`src/rtl/dmi_reg_bridge.sv`:
```
// DMI request/response to simple register bus bridge.
// One access at a time, with a bus timeout and a drain of late completions.
module dmi_reg_bridge #(
    parameter int unsigned TimeoutCycles = 255,
    parameter int unsigned CntWidth      = 8
) (
    input  logic        clk_i,
    input  logic        rst_ni,
    input  logic [40:0] dmi_req_i,
    input  logic        dmi_req_valid_i,
    output logic        dmi_req_ready_o,
    output logic [33:0] dmi_resp_o,
    output logic        dmi_resp_valid_o,
    input  logic        dmi_resp_ready_i,
    output logic        bus_req_o,
    output logic        bus_we_o,
    output logic [6:0]  bus_addr_o,
    output logic [31:0] bus_wdata_o,
    input  logic        bus_gnt_i,
    input  logic        bus_rvalid_i,
    input  logic [31:0] bus_rdata_i,
    input  logic        bus_err_i
);

    // state | meaning
    // IDLE  | waiting for a DMI request (blocked while draining)
    // REQ   | bus_req asserted, waiting for gnt
    // WAIT  | granted, waiting for rvalid
    // RESP  | response valid, waiting for dmi_resp_ready
    typedef enum logic [1:0] {IDLE, REQ, WAIT, RESP} state_e;

    localparam logic [1:0] OP_NOP   = 2'd0;
    localparam logic [1:0] OP_READ  = 2'd1;
    localparam logic [1:0] OP_WRITE = 2'd2;
    localparam logic [1:0] RSP_OK   = 2'd0;
    localparam logic [1:0] RSP_FAIL = 2'd2;

    localparam bit TmoEn = (TimeoutCycles != 0);
    localparam logic [CntWidth-1:0] TmoLast =
        TmoEn ? CntWidth'(TimeoutCycles - 1) : '0;

    state_e              state_q, state_d;
    logic                drain_q, drain_d;
    logic                we_q, we_d;
    logic [6:0]          addr_q, addr_d;
    logic [31:0]         wdata_q, wdata_d;
    logic [33:0]         resp_q, resp_d;
    logic [CntWidth-1:0] cnt_q, cnt_d;
    logic                tmo_hit;
    logic [1:0]          req_op;

    assign req_op  = dmi_req_i[33:32];
    assign tmo_hit = TmoEn && (cnt_q == TmoLast);

    always_comb begin
        state_d = state_q;
        drain_d = drain_q;
        we_d    = we_q;
        addr_d  = addr_q;
        wdata_d = wdata_q;
        resp_d  = resp_q;
        cnt_d   = cnt_q;

        // A late completion of a timed-out access is swallowed here.
        if (drain_q && bus_rvalid_i) begin
            drain_d = 1'b0;
        end

        case (state_q)
            IDLE: begin
                if (dmi_req_valid_i && !drain_q) begin
                    if (req_op == OP_READ || req_op == OP_WRITE) begin
                        addr_d  = dmi_req_i[40:34];
                        we_d    = (req_op == OP_WRITE);
                        wdata_d = dmi_req_i[31:0];
                        cnt_d   = '0;
                        state_d = REQ;
                    end else if (req_op == OP_NOP) begin
                        resp_d  = {32'h0, RSP_OK};
                        state_d = RESP;
                    end else begin
                        resp_d  = {32'h0, RSP_FAIL};
                        state_d = RESP;
                    end
                end
            end
            REQ: begin
                if (TmoEn) begin
                    cnt_d = cnt_q + CntWidth'(1);
                end
                if (bus_gnt_i) begin
                    state_d = WAIT;
                end else if (tmo_hit) begin
                    resp_d  = {32'h0, RSP_FAIL};
                    state_d = RESP;
                end
            end
            WAIT: begin
                if (TmoEn) begin
                    cnt_d = cnt_q + CntWidth'(1);
                end
                if (bus_rvalid_i) begin
                    resp_d  = {(we_q ? 32'h0 : bus_rdata_i),
                               (bus_err_i ? RSP_FAIL : RSP_OK)};
                    state_d = RESP;
                end else if (tmo_hit) begin
                    resp_d  = {32'h0, RSP_FAIL};
                    drain_d = 1'b1;
                    state_d = RESP;
                end
            end
            RESP: begin
                if (dmi_resp_ready_i) begin
                    state_d = IDLE;
                end
            end
            default: state_d = IDLE;
        endcase
    end

    always_ff @(posedge clk_i or negedge rst_ni) begin
        if (!rst_ni) begin
            state_q <= IDLE;
            drain_q <= 1'b0;
            we_q    <= 1'b0;
            addr_q  <= '0;
            wdata_q <= '0;
            resp_q  <= '0;
            cnt_q   <= '0;
        end else begin
            state_q <= state_d;
            drain_q <= drain_d;
            we_q    <= we_d;
            addr_q  <= addr_d;
            wdata_q <= wdata_d;
            resp_q  <= resp_d;
            cnt_q   <= cnt_d;
        end
    end

    assign dmi_req_ready_o  = (state_q == IDLE) && !drain_q;
    assign dmi_resp_valid_o = (state_q == RESP);
    assign dmi_resp_o       = resp_q;
    assign bus_req_o        = (state_q == REQ);
    assign bus_we_o         = we_q;
    assign bus_addr_o       = addr_q;
    assign bus_wdata_o      = wdata_q;

endmodule

```
`config.mk`:
```
export PLATFORM = sky130hd
export DESIGN_NAME = dmi_reg_bridge
export DESIGN_NICKNAME = d
export VERILOG_FILES = /design/src/rtl/dmi_reg_bridge.sv
export SDC_FILE = /design/constraint.sdc
export NUM_CORES = 1
export LEC_CHECK = 0
export BUFFER_PORTS_ARGS = -buffer_cell sky130_fd_sc_hd__buf_2
export CAP_MARGIN = 20
export CORE_AREA = 8 8 139 76
export CTS_CLUSTER_SIZE = 25
export DETAILED_ROUTE_END_ITERATION = 7
export DIE_AREA = 0 0 147 84
export PLACE_DENSITY_LB_ADDON = 0.25
export SKIP_CTS_REPAIR_TIMING = 1
export SLEW_MARGIN = 10
export SYNTH_ARGS = -nofsm -noshare
export SYNTH_HDL_FRONTEND = slang
export SYNTH_SLANG_ARGS = --single-unit
```
`constraint.sdc`:
```
create_clock -name clk_i -period 2 [get_ports clk_i]
set_input_delay 0.2 -clock clk_i [delete_from_list [all_inputs] [get_ports clk_i]]
set_output_delay 0.2 -clock clk_i [all_outputs]
set_load 0.1 [all_outputs]
```
==> results.py <==
metrics = {
    "critical_path": {
        "path_max_fanout": 33,
        "arrival_ps": 2160,
        "cp.required_ps": 2220,
        "start_kind": "flop",
        "worstSetupPathType": "flop to flop",
        "r2r_slack_ps": 60,
        "critPathCaptureType": "flop",
    },
    "placement": {
        "port_buffers": 156,
        "place.detailed.hpwl_um": 6710,
        "gp_congestion": 0.771,
        "dp.cells": 518,
    },
    "final_layout": {
        "num_antenna_cells": 0,
        "area_delta_synth_final_pct": 39.1,
        "drive_above_1_share_pct": 60.2,
        "final_cells": 539,
        "finalCoreUtilization_pct": 57.5,
        "nNetsFinal": 506,
    },
    "clock_tree": {
        "clk_pin_slew_ps": 60,
        "cts_tree": "built",
        "cts_sinks": 85,
        "clk_latency_ps": 330,
        "htreeDepth": 3,
        "cts_buffers": 9,
        "root_buffer": "clkbuf_16",
        "clock_path_buffers": 2,
    },
    "floorplanning": {
        "die_x_um": 147,
        "io_pins": 157,
        "row_count": 24,
        "die_area_mm2": 0.0123,
        "initial_core_util_pct": 41.4,
        "core_mm2": 0.00853,
        "dieHeight_um": 84,
    },
    "grt": {
        "grt_pass1_vias": 2929,
        "overflow": 0,
        "antenna_found_initial": 0,
        "grt_max_degree": 54,
        "grt_first_pass_wirelength_um": 14200,
        "track_usage_pct": 14.2,
    },
    "drt": {
        "routedWlPerCell_um": 16.6,
        "drt_first_pass_iters": 4,
        "via_per_inst": 4.89,
        "routed_wl_um": 8970,
        "vias": 2635,
        "dr.first_iter.drc_count": 126,
        "ant_nets": 0,
        "drc": 0,
    },
    "timing": {
        "clock.fmax_ghz": 0.516,
        "maxSlewHeadroom_pct": 54.7,
        "fin_worst_skew_ps": 3.25,
        "slew_violations": 0,
        "min_period_ps": 1940,
        "setup_viol": 0,
        "fin_crit_sh_pct": 97.0,
        "hold_ws_ps": 77.9,
        "hold_violations": 0,
        "worstMarginPinSlew_ps": 680,
    },
    "yosys": {
        "ys_ff_latch": 85,
        "yosysSeqAreaShare_pct": 60.3,
        "ys_warn_count": 0,
        "postSynthCellCount": 249,
        "synthesis.nets": 338,
        "syn_area_mm2": 0.00353,
        "ys_types": 35,
        "synth_area_per_cell_um2": 14.2,
    },
    "run": {
        "maxCapViolCount": 0,
    },
    "hold_path": {
        "hold_path.class": "primary input to flop",
    },
    "outcome": {
        "status": "finished, final reports clean",
    },
}
==> worst paths after layout <==
path / from / end / depth (start not counted)
setup / recovery: state_q[0] / dmi_resp_o[8] / 8
hold / removal: bus_rvalid_i / drain_q / 2
setup reg to reg: state_q[0] / dmi_resp_o[8] / 8
hold reg to reg: dmi_resp_o[0] / dmi_resp_o[0] / 1
max in group asynchronous: rst_ni / dmi_resp_o[6] / 3
min in group asynchronous: rst_ni / bus_addr_o[4] / 2
==> routing by layer <==
layer	global-route usage, %	share of wire, %	vias up
met5	0	0	-
met4	4.96	1.6	0
met3	5.74	7.8	14
met2	25.5	52	92
met1	14.7	38	1284
li1	-	-	1245
==> worst max-delay path, stage by stage (launching register included) <==
cell and delay (ps):
dfrtp_1 380, buf_4 150, ha_4 170, a221o_1 310
a21oi_2 130, buf_4 140, o21ai_2 80, buf_12 180
a22o_2 270
==> through the flow <==
| stage | TNS, ps | worst slack [ps] | area, um^2 |
|---|---|---|---|
| 5_1_grt | -208 | -18.6 | 4900 |
| 2_1_floorplan | 0 | 51.4 | 3540 |
| 3_5_place_dp | 0 | 46.1 | 4490 |
| 3_3_place_gp | 0 | 113 | 4490 |
| 6_report | 0 | 60.9 | 4900 |
| 4_1_cts | 0 | 15.9 | 4820 |
==> Yosys cell counts, drive strengths merged <==
| cell | count | share of area [%] |
|---|---|---|
| a22o | 34 | 9.2 |
| a221o | 1 | 0.28 |
| a21o | 1 | 0.21 |
| and4b | 1 | 0.28 |
| a32oi | 1 | 0.25 |
| o2111ai | 1 | 0.25 |
| a311oi | 1 | 0.25 |
| o31ai | 2 | 0.43 |
| nand2b | 3 | 0.53 |
| nor2 | 9 | 0.96 |
| o2bb2ai | 1 | 0.25 |
| nand4b | 2 | 0.50 |
| a211oi | 3 | 0.64 |
| buf | 12 | 2.9 |
| o21a | 2 | 0.43 |
| nand3 | 3 | 0.43 |
| xnor2 | 3 | 0.75 |
| mux2 | 41 | 13 |
| clkbuf | 2 | 0.21 |
| o21ai | 4 | 0.67 |
| nand4 | 2 | 0.35 |
| o211ai | 1 | 0.21 |
| nand2 | 7 | 0.75 |
| a21oi | 5 | 0.82 |
| inv | 6 | 0.64 |
| and2 | 3 | 0.53 |
| ha | 9 | 3.2 |
| dfrtp | 85 | 60 |
| and3 | 1 | 0.18 |
| nor2b | 3 | 0.53 |
==> cell families after synthesis <==
family	share of synthesized area, %
AND/OR/NAND/NOR	5.04
XOR/XNOR	0.745
multiplexers	13.1
flip-flops	60.3
buffers and inverters	3.76
adder cells (fa/ha/maj)	3.19
AO/OA/AOI/OAI	13.9
==> sequential cells by signal, summed over array words and instances (netlist names) <==
name and count:
bus_we_o 1, state_q 2, bus_wdata_o 32, bus_addr_o 7, drain_q 1, dmi_resp_o 34
cnt_q 8
==> placed cells by master, fill, tap and decap left out, drive strengths merged <==
master and instances:
nor2 9, a21oi 5, dlygate4sd3 1, a211oi 3, nand2 7, o2bb2ai 1
a221o 1, xnor2 3, a22o 34, dfrtp 85, a311oi 1, and2 3
nand2b 3, o21a 2, nand4b 2, ha 9, and3 1, clkinvlp 2
buf 168, a21o 1, inv 6, a32oi 1, o21ai 4, o2111ai 1
clkbuf 13, o211ai 1, mux2 41, nor2b 3, nand3 3, o31ai 2
bufinv 2, clkinv 1, nand4 2, and4b 1
==> area by class of cell <==
type                       instances  area, um^2
fill                             712        3620
clock inverter                     5        83.8
clock buffer                      11         243
multi-input combinational        144        1300
tap                              117         146
inverter                           6        22.5
timing repair buffer             171         983
sequential                        85        2130
Power is left out: the tool's default activity adds up to more than one toggle a clock period on the data nets, which glitch-free logic cannot reach.
